### config.mk
export PLATFORM = sky130hd
export DESIGN_NAME = unit_input_pkt
export DESIGN_NICKNAME = d
export VERILOG_FILES = /design/src/rtl/unit_input_pkt.sv
export SDC_FILE = /design/constraint.sdc
export NUM_CORES = 1
export LEC_CHECK = 0
export ABC_AREA = 1
export ABC_CLOCK_PERIOD_IN_PS = 6200
export BUFFER_PORTS_ARGS = -buffer_cell sky130_fd_sc_hd__buf_2
export CORE_MARGIN = 8
export CORE_UTILIZATION = 46
export DETAILED_ROUTE_END_ITERATION = 12
export PLACE_DENSITY_LB_ADDON = 0.08
export RECOVER_POWER = 25
export SETUP_SLACK_MARGIN = 0.1
export SYNTH_ARGS = -nofsm -noshare
export SYNTH_HDL_FRONTEND = slang
export SYNTH_SLANG_ARGS = --single-unit
### constraint.sdc
create_clock -name CLK -period 6.2 [get_ports CLK]
set_input_delay 0.93 -clock CLK [delete_from_list [all_inputs] [get_ports CLK]]
set_output_delay 0.93 -clock CLK [all_outputs]
set_load 0.01 [all_outputs]
### src/rtl/unit_input_pkt.sv
// Input packet unit: parses headers, buffers data sub-words, packs them into 32-bit memory
// words per thread, then searches for the next free thread before accepting another packet.
module unit_input_pkt #(
    parameter int N_THREADS      = 16,
    parameter int INPUT_WIDTH    = 8,
    parameter int BUF_DEPTH      = 32,
    parameter int AFULL_SIZE     = 13,
    parameter int MEM_ADDR_WIDTH = 5,
    parameter int ENTRY_PT_WIDTH = 2,
    parameter int TS_WIDTH       = 2,
    localparam int TN            = $clog2(N_THREADS)
) (
    input  logic                          CLK,
    input  logic                          RST,
    input  logic [INPUT_WIDTH-1:0]        in,
    input  logic                          wr_en,
    input  logic                          ctrl,
    output logic                          afull,
    output logic                          ready,
    output logic                          err,
    output logic [31:0]                   out,
    output logic [TN+MEM_ADDR_WIDTH-1:0]  mem_addr,
    input  logic                          rd_en,
    output logic                          empty,
    output logic [TN-1:0]                 ts_num,
    output logic                          ts_wr_en,
    output logic [TS_WIDTH-1:0]           ts_wr,
    input  logic [TS_WIDTH-1:0]           ts_rd,
    output logic [ENTRY_PT_WIDTH-1:0]     entry_pt_curr,
    output logic [MEM_ADDR_WIDTH:0]       pkt_words
);
    localparam int RATIO = 32 / INPUT_WIDTH;
    localparam int AW    = $clog2(BUF_DEPTH);
    localparam int SW    = (RATIO > 1) ? $clog2(RATIO) : 1;
    localparam logic [SW-1:0]       SUB_LAST  = SW'(RATIO - 1);
    localparam logic [AW:0]         CNT_FULL  = (AW+1)'(BUF_DEPTH);
    localparam logic [AW:0]         AFULL_THR = (AW+1)'(BUF_DEPTH - AFULL_SIZE);
    localparam logic [TS_WIDTH-1:0] TS_NONE   = '0;
    localparam logic [TS_WIDTH-1:0] TS_WR_RDY = TS_WIDTH'(1);

    typedef enum logic [2:0] {
        S_IDLE, S_SKIP, S_GOING, S_DRAIN, S_MARK, S_SEARCH1, S_SEARCH2, S_SEARCH3
    } state_t;

    state_t                      state_q, state_d;
    logic [AW-1:0]               wr_ptr_q, wr_ptr_d, rd_ptr_q, rd_ptr_d;
    logic [AW:0]                 count_q, count_d;
    logic                        afull_q, afull_d, ready_q, ready_d, err_q, err_d;
    logic                        empty_q, empty_d;
    logic [31:0]                 out_q, out_d;
    logic [SW-1:0]               sub_q, sub_d;
    logic [MEM_ADDR_WIDTH:0]     word_q, word_d, pkt_words_q, pkt_words_d;
    logic [TN-1:0]               thread_q, thread_d;
    logic [ENTRY_PT_WIDTH-1:0]   entry_q, entry_d;

    logic [INPUT_WIDTH:0]        buf_mem [BUF_DEPTH];
    logic [INPUT_WIDTH:0]        rd_data;
    logic                        wr_ok, pop, done;

    assign rd_data = buf_mem[rd_ptr_q];

    always_ff @(posedge CLK) begin
        if (wr_ok) buf_mem[wr_ptr_q] <= {ctrl, in};
    end

    always_comb begin
        state_d     = state_q;
        wr_ptr_d    = wr_ptr_q;
        rd_ptr_d    = rd_ptr_q;
        ready_d     = ready_q;
        err_d       = err_q;
        empty_d     = empty_q;
        out_d       = out_q;
        sub_d       = sub_q;
        word_d      = word_q;
        pkt_words_d = pkt_words_q;
        thread_d    = thread_q;
        entry_d     = entry_q;
        wr_ok       = 1'b0;
        done        = 1'b0;

        // Packer: consume the presented word first, refill only while out is empty.
        pop = empty_q && (count_q != '0);
        if (!empty_q && rd_en) begin
            empty_d = 1'b1;
            word_d  = word_q + (MEM_ADDR_WIDTH+1)'(1);
        end
        if (pop) begin
            rd_ptr_d = rd_ptr_q + AW'(1);
            if (sub_q == '0) out_d = 32'(rd_data[INPUT_WIDTH-1:0]);
            else out_d[sub_q*INPUT_WIDTH +: INPUT_WIDTH] = rd_data[INPUT_WIDTH-1:0];
            done = (sub_q == SUB_LAST) || rd_data[INPUT_WIDTH];
            if (done) begin
                sub_d = '0;
                if (word_q[MEM_ADDR_WIDTH]) err_d = 1'b1;
                else empty_d = 1'b0;
                if (sub_q != SUB_LAST) err_d = 1'b1;
            end else begin
                sub_d = sub_q + SW'(1);
            end
        end

        case (state_q)
            S_IDLE: begin
                if (wr_en && ctrl) begin
                    state_d = S_SKIP;
                    if (in[2:0] == 3'd0 && ready_q) begin
                        state_d = S_GOING;
                        ready_d = 1'b0;
                        word_d  = '0;
                    end else if (in[2:0] == 3'd1) begin
                        entry_d = in[ENTRY_PT_WIDTH+2:3];
                    end else begin
                        err_d = 1'b1;
                    end
                end
            end
            S_SKIP: if (wr_en && ctrl) state_d = S_IDLE;
            S_GOING: begin
                if (wr_en) begin
                    if (count_q == CNT_FULL) err_d = 1'b1;
                    else begin
                        wr_ok    = 1'b1;
                        wr_ptr_d = wr_ptr_q + AW'(1);
                    end
                    if (ctrl) state_d = S_DRAIN;
                end
            end
            S_DRAIN: begin
                if (count_q == '0 && empty_q) begin
                    state_d     = S_MARK;
                    pkt_words_d = word_q;
                    sub_d       = '0;
                end
            end
            S_MARK: state_d = S_SEARCH1;
            S_SEARCH1: begin
                thread_d = (thread_q == TN'(N_THREADS - 1)) ? '0 : thread_q + TN'(1);
                state_d  = S_SEARCH2;
            end
            S_SEARCH2: state_d = S_SEARCH3;
            S_SEARCH3: begin
                if (ts_rd == TS_NONE) begin
                    ready_d = 1'b1;
                    state_d = S_IDLE;
                end else begin
                    state_d = S_SEARCH1;
                end
            end
            default: state_d = S_IDLE;
        endcase

        count_d = count_q + (AW+1)'(wr_ok) - (AW+1)'(pop);
        afull_d = (count_d >= AFULL_THR);
    end

    always_ff @(posedge CLK or posedge RST) begin
        if (RST) begin
            state_q     <= S_IDLE;
            wr_ptr_q    <= '0;
            rd_ptr_q    <= '0;
            count_q     <= '0;
            afull_q     <= 1'b0;
            ready_q     <= 1'b1;
            err_q       <= 1'b0;
            empty_q     <= 1'b1;
            out_q       <= '0;
            sub_q       <= '0;
            word_q      <= '0;
            pkt_words_q <= '0;
            thread_q    <= '0;
            entry_q     <= '0;
        end else begin
            state_q     <= state_d;
            wr_ptr_q    <= wr_ptr_d;
            rd_ptr_q    <= rd_ptr_d;
            count_q     <= count_d;
            afull_q     <= afull_d;
            ready_q     <= ready_d;
            err_q       <= err_d;
            empty_q     <= empty_d;
            out_q       <= out_d;
            sub_q       <= sub_d;
            word_q      <= word_d;
            pkt_words_q <= pkt_words_d;
            thread_q    <= thread_d;
            entry_q     <= entry_d;
        end
    end

    assign afull         = afull_q;
    assign ready         = ready_q;
    assign err           = err_q;
    assign out           = out_q;
    assign empty         = empty_q;
    assign mem_addr      = {thread_q, word_q[MEM_ADDR_WIDTH-1:0]};
    assign ts_num        = thread_q;
    assign ts_wr_en      = (state_q == S_MARK);
    assign ts_wr         = TS_WR_RDY;
    assign entry_pt_curr = entry_q;
    assign pkt_words     = pkt_words_q;
endmodule

==> results of run 1 <==
## worst paths after layout
| kind | from | to | depth (start not counted) |
|---|---|---|---|
| max in group asynchronous | RST | rd_ptr_q[0] | 3 |
| min reg2reg | out[31] | out[31] | 2 |
| min in group asynchronous | RST | pkt_words[2] | 3 |
| max reg2reg | rd_ptr_q[0] | out[22] | 12 |
| max | rd_ptr_q[0] | out[22] | 12 |
| min | out[31] | out[31] | 2 |
## tightest hold or removal path, delay by kind of cell (launching register included)
kind	cells	cell delay (ns)
and+or+nand+nor	2	0.11
DFF	1	0.34
## synthesized netlist by cell type (all sizes together) (16+ instances only)
library cell | n | share of area (%)
nand2 | 239 | 5.9
a21oi | 28 | 0.92
inv | 77 | 1.9
o211ai | 33 | 1.6
buf | 56 | 2.4
o21ai | 151 | 4.9
nor2 | 215 | 5.4
ha | 21 | 1.7
edfxtp | 288 | 57
clkbuf | 16 | 0.40
nand3 | 107 | 3.5
dfrtp | 73 | 12
## where the power goes
part	leakage (nW)	total [mW]	internal [mW]	switching, mW
Sequential	3.53	3.11	2.86	0.253
Combinational	2.37	2.79	0.813	1.98
Clock	0.588	2.21	1.30	0.909
## sequential cells by signal, indices dropped and copies added, names as in the netlist
name,cells
sub_q,2
wr_ptr_q,5
buf_mem,288
count_q,6
rd_ptr_q,5
state_q,3
word_q,6
ready,1
pkt_words,6
out,32
entry_pt_curr,2
empty,1
err,1
afull,1
ts_num,4
## cells in the final DEF (no fill, tap or decap), types with 3 or more instances in the layout
| cell type | n |
|---|---|
| nor3_1 | 9 |
| nand3_1 | 107 |
| nor4_1 | 3 |
| nor2_2 | 9 |
| buf_4 | 8 |
| clkbuf_1 | 18 |
| nand4_1 | 4 |
| o21ai_1 | 34 |
| ha_1 | 21 |
| nand2_1 | 236 |
| a21oi_1 | 28 |
| o21ai_0 | 117 |
| o211ai_1 | 33 |
| edfxtp_1 | 288 |
| clkinv_2 | 4 |
| inv_4 | 3 |
| nor3b_1 | 3 |
| nand2_2 | 3 |
| buf_2 | 67 |
| dfrtp_1 | 71 |
| clkinv_1 | 15 |
| mux2_2 | 3 |
| xor2_1 | 11 |
| nor2_1 | 206 |
| clkbuf_16 | 41 |
| inv_1 | 72 |
## stage by stage
stage          power, mW  utilization, %
3_3_place_gp        5.95            48.6
2_1_floorplan       5.06               -
4_1_cts             8.18            52.3
6_report            8.11            52.2
3_5_place_dp        5.95            48.6
5_1_grt             8.61            52.2
## kinds of logic (layout without fill, tap and decap cells)
logic type | count (synthesis) | count (layout) | share of synthesized area [%]
AOI/OAI and AO/OA | 218 | 218 | 7.77
adders and majority gates | 22 | 22 | 1.85
other | 2 | 2 | 0.0492
and+or+nand+nor | 581 | 581 | 15.7
muxes | 3 | 3 | 0.221
buffers and inverters | 152 | 233 | 4.81
DFF | 363 | 363 | 68.9
xor gates and xnor gates | 12 | 12 | 0.688
## per-layer routing
layer	part of all wire (%)	routed length [um]	vias up
met4	2.4	956	0
li1	-	-	4762
met1	46	18000	4922
met3	5.1	2000	69
met2	47	18600	289
met5	0	0	-
## cell type report
cell class | count | area [sq um] | share of cell area, %
clock inverters | 18 | 125 | 0.735
repair buffers | 82 | 422 | 2.48
inverters | 80 | 309 | 1.81
clock buffers | 53 | 1080 | 6.35
well taps | 442 | 553 | 3.25
flip-flops and latches | 363 | 10500 | 61.8
multi-input cells | 838 | 4010 | 23.5
==> metrics.md, run 1 <==
| Metric | Value |
|---|---|
| Crit share post-route | `54.2%` |
| Syn Nets | `1,390` |
| # hold bufs at CTS | `0` |
| Fin. max-slew vios | `239` |
| GRT met2 Usage | `32.6%` |
| M1 GR Usage | `28.8%` |
| Final GP Congestion | `0.811` |
| R2R setup slack | `2.84 ns` |
| Post-place setup slack | `2.85 ns` |
| Most used cell, CP | `nand2_1` |
| Area of placed instances | `15,800 sq um` |
| Worst Hold Slack | `0.478 ns` |
| Global-route wire length before repair | `60,800 um` |
| Slowest cell on crit path | `buf_4` |
| Synth Register Bits | `363` |
| All-Layer GR Usage | `20.4%` |
| Worst EP arrival | `3.79 ns` |
| CTS clock-pin slew for the worst setup and hold paths | `0.06 ns` |
| Setup violators final | `0` |
| Root buf cell | `clkbuf_16` |
| Max-slew headroom | `-44.6%` |
| Chip Width | `198 um` |
| Lkg Pwr | `6.48 nW` |
| RSZ-0062 raised after global routing | `no` |
| Die Y | `198 um` |
| Final Non-Filler Cells | `1,876` |
| Initial antenna violation count | `0` |
| Final Skew | `0.0164 ns` |
| CTS tree | `done` |
| GRT Residual Overflow | `0` |
| Sink Count | `363` |
| Initial Utilization | `46.8%` |
| Final WS setup | `2.84 ns` |
| I/O pin count | `75` |
| Syn. warnings | `0` |
| CP Buf/Inv Count | `2` |
| Crit-path max cell delay | `0.68 ns` |
| Port buffer count | `72` |
| Via count | `10.0k` |
| Crit path required time | `6.63 ns` |
| VDD IR max | `241 uV` |
| Setup Fix Bufs, Post-CTS | `0` |
| Hold Fails Final Rpt | `0` |
| PD cells | `476 nW/um^2` |
| Max-cap violation count | `7` |
| Fin Setup TNS | `0 ns` |
| Final Net Count | `1,442` |
| DP HPWL | `24,100 um` |
| DRC | `0` |
| Htree depth | `2` |
| Layout cells sized above 1 | `10.3%` |
| Vias in the first global route | `9,997` |
| Asr flop ratio synth | `20.7%` |
| Post-route minimum period | `3.36 ns` |
| Top FF cell, synth | `edfxtp_1` |
| Critical path startpoint category | `register` |
| Largest net degree at the start of global routing | `109` |
| Die area | `39,300 sq um` |
| # resized after CTS | `0` |
| Family with the most delay on the worst path | `buffers and inverters` |
| Diode count | `0` |
| Sequential area share after synthesis | `68.9%` |
| CTS Buf Count | `40` |
| Post-synth EDFFs | `288` |
| Outcome | `finished, violations left` |
| Distinct cells, synth | `37` |
| GR peak layer | `met2` |
| Hold Path Class | `register to register` |
| Via-per-instance ratio | `5.35` |
| Drt first pass iters | `5` |
| CTS max path bufs | `3` |
| DP Cell Count | `1,805` |
| Drt total wl | `39,500 um` |
| # rows | `66` |
| Crit-path max FO | `86` |
| Fillers | `2,877` |
| Mapped Avg Cell Area | `11.3 sq um` |
| Failing checks | `capacitance limit, slew limit` |
| Final Cell Area | `17,000 sq um` |
| CORE AREA | `32,600 sq um` |
| Cells after synthesis | `1,353` |
| DRT iter0 DRCs | `860` |
| Max Freq | `298 MHz` |
| Worst-margin pin slew | `2.17 ns` |
| Endpoint class of the critical path | `register` |
| Drt wl/cell | `21.1 um` |
| Met3 Use GR | `2.78%` |
| Critical Path, Cell by Cell | `buf_4 -> buf_4 -> nor2_1 -> nor2_1 -> o21ai_0 -> o211ai_1 -> nand3_1 -> nand2_1 -> nand2_1 -> nor2_2 -> nand2_1 -> o21ai_1` |
| Post-Syn Area | `15,300 sq um` |
| Crit Path Category | `register to register` |
| Clock Latency Late Sink | `0.52 ns` |
| Area grow syn2layout | `11.5%` |
| ANT nets after route | `0` |
(Power assumes the default switching activity.)
==> inputs of run 2 (changes only) <==
- ABC_AREA: 1 -> 0
- ABC_CLOCK_PERIOD_IN_PS: 6200 -> 3240
- clock period: 6.2 -> 3.24 ns (I/O delays scaled with it)
==> run 2 against run 1 <==
Net effect: the flow still finishes with violations (capacitance limit, slew limit); critical path type unchanged; synthesized area decreased by 4.2%; worst setup slack got worse by 2.4 ns; design area decreased by 1.4%; highest routed layer unchanged; combinational power increased by 54%; fmax increased by 19%; sequential share of layout area increased by 0.89 points; worst hold slack got worse by 0.25 ns; via count decreased by 21%; critical path depth unchanged.
==> metrics.md, run 2 <==
| Metric | Value |
|---|---|
| Outcome | `finished, violations left (unchanged)` |
| Failing checks | `capacitance limit, slew limit (unchanged)` |
| Vias in the first global route | `8,143 (was 9,997)` |
| Endpoint class of the critical path | `register (unchanged)` |
| Die area | `37,800 sq um (was 39,300 sq um)` |
| Commonest non-fill, non-tap cells in the layout | `edfxtp_1 (288), dfrtp_1 (70), buf_2 (65) (was edfxtp_1 (288), nand2_1 (236), nor2_1 (206))` |
| Initial Utilization | `46.5% (was 46.8%)` |
| Synth Register Bits | `363 (unchanged)` |
| I/O pin count | `75 (unchanged)` |
| DRC | `0 (unchanged)` |
| Final Cell Area | `16,800 sq um (was 17,000 sq um)` |
| Syn. warnings | `0 (unchanged)` |
| Post-Syn Area | `14,600 sq um (was 15,300 sq um)` |
| Global-route wire length before repair | `51,100 um (was 60,800 um)` |
| Post-route minimum period | `2.81 ns (was 3.36 ns)` |
| Final Skew | `0.0180 ns (was 0.0164 ns)` |
| # hold bufs at CTS | `0 (unchanged)` |
| Fin util | `53.4% (was 52.2%)` |
| Worst EP arrival | `3.22 ns (was 3.79 ns)` |
| Largest register FFs | `288 (unchanged)` |
| Crit share post-route | `86.8% (was 54.2%)` |
| Worst-margin pin slew | `1.71 ns (was 2.17 ns)` |
| Drt total wl | `33,500 um (was 39,500 um)` |
| Diode count | `0 (unchanged)` |
| Initial antenna violation count | `0 (unchanged)` |
| Die Y | `194 um (was 198 um)` |
| Max Freq | `356 MHz (was 298 MHz)` |
| Largest net degree at the start of global routing | `67 (was 109)` |
| CTS clock-pin slew for the worst setup and hold paths | `0.06 ns (about the same)` |
| Crit Path Category | `register to register (unchanged)` |
| All-Layer GR Usage | `17.8% (was 20.4%)` |
| Clock Latency Late Sink | `0.53 ns (was 0.52 ns)` |
| Crit path required time | `3.65 ns (was 6.63 ns)` |
| Area grow syn2layout | `14.8% (was 11.5%)` |
| DP HPWL | `22,100 um (was 24,100 um)` |
| Max-slew headroom | `-13.8% (was -44.6%)` |
| Area of placed instances | `15,600 sq um (was 15,800 sq um)` |
| PD cells | `857 nW/um^2 (was 476 nW/um^2)` |
| Final GP Congestion | `0.801 (was 0.811)` |
| Sequential area share after synthesis | `72.0% (was 68.9%)` |
| Syn Nets | `888 (was 1,390)` |
| GRT Residual Overflow | `0 (unchanged)` |
| Crit-path max cell delay | `0.43 ns (was 0.68 ns)` |
| CTS Buf Count | `39 (was 40)` |
| # resized after CTS | `0 (unchanged)` |
| Yosys top cell by area | `edfxtp_1 (unchanged)` |
| Slowest cell on crit path | `dfrtp_1 (was buf_4)` |
| Via count | `7,900 (was 10.0k)` |
| Worst Hold Slack | `0.225 ns (was 0.478 ns)` |
| Most used cell, CP | `inv_1 (was nand2_1)` |
| Drt first pass iters | `5 (unchanged)` |
| Largest cells by area after synthesis | `edfxtp_1 (59%), dfrtp_1 (12%), mux4_2 (8.5%), mux2i_1 (2.6%), ha_1 (1.8%) (was edfxtp_1 (57%), dfrtp_1 (12%), nand2_1 (5.8%), nor2_1 (5.1%), o21ai_0 (3.8%))` |
| Post-synth EDFFs | `288 (unchanged)` |
| Crit-path max FO | `6 (was 86)` |
| Commonest non-fill, non-tap cell in the layout | `edfxtp_1 (unchanged)` |
| Port buffer count | `72 (unchanged)` |
| WP depth | `12 (unchanged)` |
| CTS max path bufs | `3 (unchanged)` |
| Hold Fails Final Rpt | `0 (unchanged)` |
| Synth top area share | `59.1% (was 56.6%)` |
| Top-count cell post-synth | `edfxtp_1 (unchanged)` |
| Fin. max-slew vios | `202 (was 239)` |
| Mapped Avg Cell Area | `17.2 sq um (was 11.3 sq um)` |
| Chip Width | `194 um (was 198 um)` |
| ANT nets after route | `0 (unchanged)` |
| DRT iter0 DRCs | `518 (was 860)` |
| RSZ-0062 raised after global routing | `no (unchanged)` |
| Root buf cell | `clkbuf_16 (unchanged)` |
| Drt wl/cell | `23.9 um (was 21.1 um)` |
| # rows | `65 (was 66)` |
| CTS tree | `done (unchanged)` |
| Setup Fix Bufs, Post-CTS | `0 (unchanged)` |
| Asr flop ratio synth | `20.7% (unchanged)` |
| Family with the most delay on the worst path | `adder cells (was buffers and inverters)` |
| Pwr Total | `14.4 mW (was 8.11 mW)` |
| VDD IR max | `459 uV (was 241 uV)` |
| Cells after synthesis | `851 (was 1,353)` |
| FF-to-FF path depth | `12 (unchanged)` |
| Distinct cells, synth | `61 (was 37)` |
| Fin Setup TNS | `0 ns (unchanged)` |
| Setup violators final | `0 (unchanged)` |
| Final Net Count | `1,005 (was 1,442)` |
| Top post-synthesis cells by count | `edfxtp_1 (288), dfrtp_1 (73), nand2_1 (63), mux4_2 (55), nor2_1 (50) (was edfxtp_1 (288), nand2_1 (236), nor2_1 (206), o21ai_0 (117), nand3_1 (107))` |
| Critical Path, Cell by Cell | `inv_1 -> nor4b_2 -> a21boi_2 -> inv_1 -> ha_1 -> inv_1 -> ha_1 -> inv_1 -> fa_1 -> xnor2_1 -> a211o_1 -> a21o_1 (was buf_4 -> buf_4 -> nor2_1 -> nor2_1 -> o21ai_0 -> o211ai_1 -> nand3_1 -> nand2_1 -> nand2_1 -> nor2_2 -> nand2_1 -> o21ai_1)` |
| Layout cells sized above 1 | `25.2% (was 10.3%)` |
| CP Buf/Inv Count | `4 (was 2)` |
| Critical path startpoint category | `register (unchanged)` |
| Max-cap violation count | `7 (unchanged)` |
| CORE AREA | `31,500 sq um (was 32,600 sq um)` |
| Via-per-instance ratio | `5.64 (was 5.35)` |
| Htree depth | `2 (unchanged)` |
| Top reg by flops | `buf_mem (unchanged)` |
| Lkg Pwr | `6.15 nW (was 6.48 nW)` |
| Top FF cell, synth | `edfxtp_1 (unchanged)` |
| Sink Count | `363 (unchanged)` |
| Hold Path Class | `primary input to async pin (was register to register)` |
## run 2: changes by cell type in the layout (fill, tap and decap cells not counted), moves of 10 or more
| cell | change |
|---|---|
| nand2_1 | -173 |
| nand3_1 | -95 |
| mux2i_1 | +38 |
| xnor2_1 | +10 |
| inv_1 | -54 |
| nor2_1 | -156 |
| o21ai_0 | -110 |
| o211ai_1 | -31 |
| buf_4 | +43 |
| a22oi_1 | +15 |
| a21oi_1 | -14 |
| clkinv_1 | -12 |
| mux4_2 | +55 |
## run 2: final cells by class
cell class	count	area [sq um]
clock buffer	59	1110
clock inverter	12	85.1
fill	2524	14700
inverter	20	76.3
multi-input combinational	420	3730
sequential	363	10500
tap	402	503
timing repair buffer	124	754
## run 2: path summary, 6_finish.rpt
path	slack (ns)	from	endpoint
max	0.43	state_q[1]	afull
min	0.22	RST	out[18]
max reg2reg	0.43	state_q[1]	afull
min reg2reg	0.48	out[3]	out[3]
max in group asynchronous	2.24	RST	rd_ptr_q[0]
min in group CLK	0.25	rd_en	empty
## run 2: cell families (layout without fill, tap and decap cells)
logic type / count (synthesis) / in the layout / synth area share (%)
AND/OR/NAND/NOR: 160 / 160 / 5.03
other: 2 / 2 / 0.0513
flip-flops: 363 / 363 / 72.0
adder cells (fa/ha/maj): 22 / 22 / 1.93
XOR/XNOR: 17 / 17 / 1.02
multiplexers: 106 / 106 / 12.4
AO/OA/AOI/OAI: 113 / 113 / 5.07
buffers and inverters: 68 / 215 / 2.57
## run 2: per-stage QoR
step / std cells / setup WS, ns
after detailed placement: 1329 / 0.423
after CTS: 1400 / 0.413
after floorplan: 851 / 0.413
final: 1400 / 0.428
after global placement: 1329 / 0.485
after global routing: 1400 / 0.220
## run 2: worst register-to-register path: stages, from the launching register on
cell,delay [ns]
dfrtp_1,0.43
inv_1,0.11
nor4b_2,0.31
a21boi_2,0.24
inv_1,0.06
ha_1,0.28
inv_1,0.05
ha_1,0.15
inv_1,0.05
fa_1,0.40
xnor2_1,0.17
a211o_1,0.28
a21o_1,0.17
## run 2: metal layers
metal	GRT usage [%]	vias to the layer above	routed length, um
li1	-	3527	-
met1	23.6	4084	14400
met2	29.5	230	16500
met3	3.06	59	1740
met4	5.77	0	923
met5	0	-	0
## run 2: power by group
group	internal (mW)	switching (mW)
combinational	1.84	2.47
sequential	5.42	0.492
clock	2.45	1.72
total	9.71	4.68
==> inputs of run 3 (changes only) <==
- ABC_CLOCK_PERIOD_IN_PS: 3240 -> 2560
- clock period: 3.24 -> 2.56 ns (I/O delays scaled with it)
==> run 3 against run 2 <==
Net effect: the flow finishes with violations (capacitance limit, slew limit, setup timing); combinational power rose by 54%; largest cell class unchanged; design area rose by 3.0%; via count rose by 1.2%; worst setup slack got worse by 0.49 ns; power rose by 34%; cell count rose by 2.7%; fmax rose by 7.3%; first-iteration DRC count rose by 3.7%.
==> metrics.md, run 3 (synthesized netlist as in run 2, its figures left out) <==
| Metric | Value |
|---|---|
| Outcome | `finished, violations left (unchanged)` |
| Failing checks | `capacitance limit, slew limit, setup timing (was capacitance limit, slew limit)` |
| DP HPWL | `23,000 um (was 22,100 um)` |
| Crit-path max FO | `3 (was 6)` |
| Drt first pass iters | `5 (unchanged)` |
| Fin util | `55.0% (was 53.4%)` |
| CTS tree | `done (unchanged)` |
| ANT nets after route | `0 (unchanged)` |
| Chip Width | `194 um (unchanged)` |
| Pwr Total | `19.3 mW (was 14.4 mW)` |
| Commonest non-fill, non-tap cells in the layout | `edfxtp_1 (288), buf_4 (80), dfrtp_1 (70) (was edfxtp_1 (288), dfrtp_1 (70), buf_2 (65))` |
| VDD IR max | `585 uV (was 459 uV)` |
| Family with the most delay on the worst path | `adder cells (unchanged)` |
| Power share of the clock group | `27.6% (was 29.0%)` |
| Final Skew | `0.0195 ns (was 0.0180 ns)` |
| Area grow syn2layout | `18.3% (was 14.8%)` |
| Seq pwr share | `38.1% (was 41.1%)` |
| Hold Fails Final Rpt | `0 (unchanged)` |
| CP Buf/Inv Count | `6 (was 4)` |
| Area of placed instances | `16,000 sq um (was 15,600 sq um)` |
| Worst-margin pin slew | `1.83 ns (was 1.71 ns)` |
| Endpoint class of the critical path | `register (unchanged)` |
| CORE AREA | `31,500 sq um (unchanged)` |
| Die area | `37,800 sq um (unchanged)` |
| Fin Setup TNS | `-0.0619 ns (was 0 ns)` |
| Final GP Congestion | `0.836 (was 0.801)` |
| Cell internal pwr | `13.1 mW (was 9.71 mW)` |
| Switching pwr | `6.25 mW (was 4.68 mW)` |
| Drt total wl | `33,800 um (was 33,500 um)` |
| Die Y | `194 um (unchanged)` |
| # rows | `65 (unchanged)` |
| Crit share post-route | `102% (was 86.8%)` |
| Clock Latency Late Sink | `0.52 ns (was 0.53 ns)` |
| CTS clock-pin slew for the worst setup and hold paths | `0.06 ns (about the same)` |
| GRT Residual Overflow | `0 (unchanged)` |
| Crit Path Category | `register to register (unchanged)` |
| Setup violators final | `1 (was 0)` |
| Global-route wire length before repair | `52,100 um (was 51,100 um)` |
| Worst EP arrival | `3.02 ns (was 3.22 ns)` |
| Post-route minimum period | `2.62 ns (was 2.81 ns)` |
| Crit path required time | `2.96 ns (was 3.65 ns)` |
| Largest net degree at the start of global routing | `54 (was 67)` |
| All-Layer GR Usage | `18.0% (was 17.8%)` |
| Most used cell, CP | `inv_2 (was inv_1)` |
| Initial Utilization | `46.5% (unchanged)` |
| Slowest cell on crit path | `fa_2 (was dfrtp_1)` |
| Final Cell Area | `17,300 sq um (was 16,800 sq um)` |
| I/O pin count | `75 (unchanged)` |
| Critical path startpoint category | `register (unchanged)` |
| Initial antenna violation count | `0 (unchanged)` |
| Commonest non-fill, non-tap cell in the layout | `edfxtp_1 (unchanged)` |
| Lkg Pwr | `6.38 nW (was 6.15 nW)` |
| CTS Buf Count | `38 (was 39)` |
| Critical Path, Cell by Cell | `inv_2 -> ha_4 -> nor3b_4 -> buf_4 -> a21boi_4 -> inv_2 -> ha_4 -> inv_2 -> ha_4 -> inv_2 -> fa_2 -> inv_2 -> a211o_1 -> a21o_1 (was inv_1 -> nor4b_2 -> a21boi_2 -> inv_1 -> ha_1 -> inv_1 -> ha_1 -> inv_1 -> fa_1 -> xnor2_1 -> a211o_1 -> a21o_1)` |
| DRC | `0 (unchanged)` |
| Via-per-instance ratio | `5.56 (was 5.64)` |
| Drt wl/cell | `23.5 um (was 23.9 um)` |
| Switch share | `32.4% (was 32.5%)` |
| Max Freq | `381 MHz (was 356 MHz)` |
| DRT iter0 DRCs | `537 (was 518)` |
| Fin. max-slew vios | `203 (was 202)` |
| Top reg by flops | `buf_mem (unchanged)` |
| Layout cells sized above 1 | `30.2% (was 25.2%)` |
| CTS max path bufs | `3 (unchanged)` |
| RSZ-0062 raised after global routing | `yes (was no)` |
| Largest register FFs | `288 (unchanged)` |
| Final Net Count | `1,043 (was 1,005)` |
| Sink Count | `363 (unchanged)` |
| Htree depth | `2 (unchanged)` |
| Max-slew headroom | `-21.9% (was -13.8%)` |
| Hold Path Class | `primary input to register (was primary input to async pin)` |
| Root buf cell | `clkbuf_16 (unchanged)` |
| Post-place setup slack | `-0.127 ns (was 0.423 ns)` |
| Crit-path max cell delay | `0.52 ns (was 0.43 ns)` |
| Port buffer count | `72 (unchanged)` |
| Final WS setup | `-0.0619 ns (was 0.428 ns)` |
| PD cells | `1120 nW/um^2 (was 857 nW/um^2)` |
| Max-cap violation count | `6 (was 7)` |
| Comb power frac | `34.3% (was 29.9%)` |
| Via count | `7,993 (was 7,900)` |
| Vias in the first global route | `8,355 (was 8,143)` |
| Diode count | `0 (unchanged)` |
[run 3: changes by cell type in the layout (fill, tap and decap cells not counted), sizes merged]
cell and delta:
dlygate4sd3 +1, clkinv +1, buf +35, clkinvlp +1
[run 3: final cells by class]
class	instances	area, sq um
fill	2474	14200
sequential	363	10500
multi-input combinational	420	3830
clock buffer	56	1130
timing repair buffer	163	1130
tap	402	503
clock inverter	14	92.6
inverter	20	80.1
[run 3: path summary, 6_finish.rpt]
kind                            endpoint  slack (ns)       start  cells after the start
worst max register to register     afull       -0.06  count_q[3]                     14
worst min register to register    out[7]        0.48      out[7]                      2
worst min-delay path               empty        0.15       rd_en                      3
max in group asynchronous          ready        1.39         RST                      4
min in group asynchronous        out[22]        0.44         RST                      3
worst max-delay path               afull       -0.06  count_q[3]                     14
[run 3: repair_timing]
item / CTS / global route
endpoints found under the setup margin: 4 / 62
hold buffers: 1 / 0
pin swaps: 6 / 7
resized for setup: 7 / 8
hold endpoints to repair: 22 / 0
setup buffers: 7 / 0
[run 3: routing by layer]
layer  vias to the layer above  wire length [um]  track usage [%]
met3                        41              1840             2.99
met4                         0               612             4.53
li1                       3607                 -                -
met2                       215             15800             28.0
met1                      4130             15600             26.2
met5                         -                 0                0
[run 3: worst register-to-register path, delay by kind of cell (launching register included)]
kind	cells	cell delay, ns
adder cells (fa/ha/maj)	4	1.03
AO/OA/AOI/OAI	3	0.59
buffers and inverters	6	0.40
flip-flops	1	0.36
AND/OR/NAND/NOR	1	0.15
[run 3: per-stage QoR]
step	hold WS [ns]	cells
2_1_floorplan	0.483	851
3_3_place_gp	0.424	1360
3_5_place_dp	0.437	1360
4_1_cts	0.137	1438
5_1_grt	0.153	1438
6_report	0.150	1438
[run 3: power groups by stage]
stage	Clock (mW)	Sequential [mW]	Combinational, mW
2_1_floorplan	0	7.31	4.14
3_3_place_gp	0	7.46	6.31
3_5_place_dp	0	7.49	6.43
4_1_cts	5.43	7.35	6.64
5_1_grt	5.65	7.42	7.19
6_report	5.32	7.35	6.62
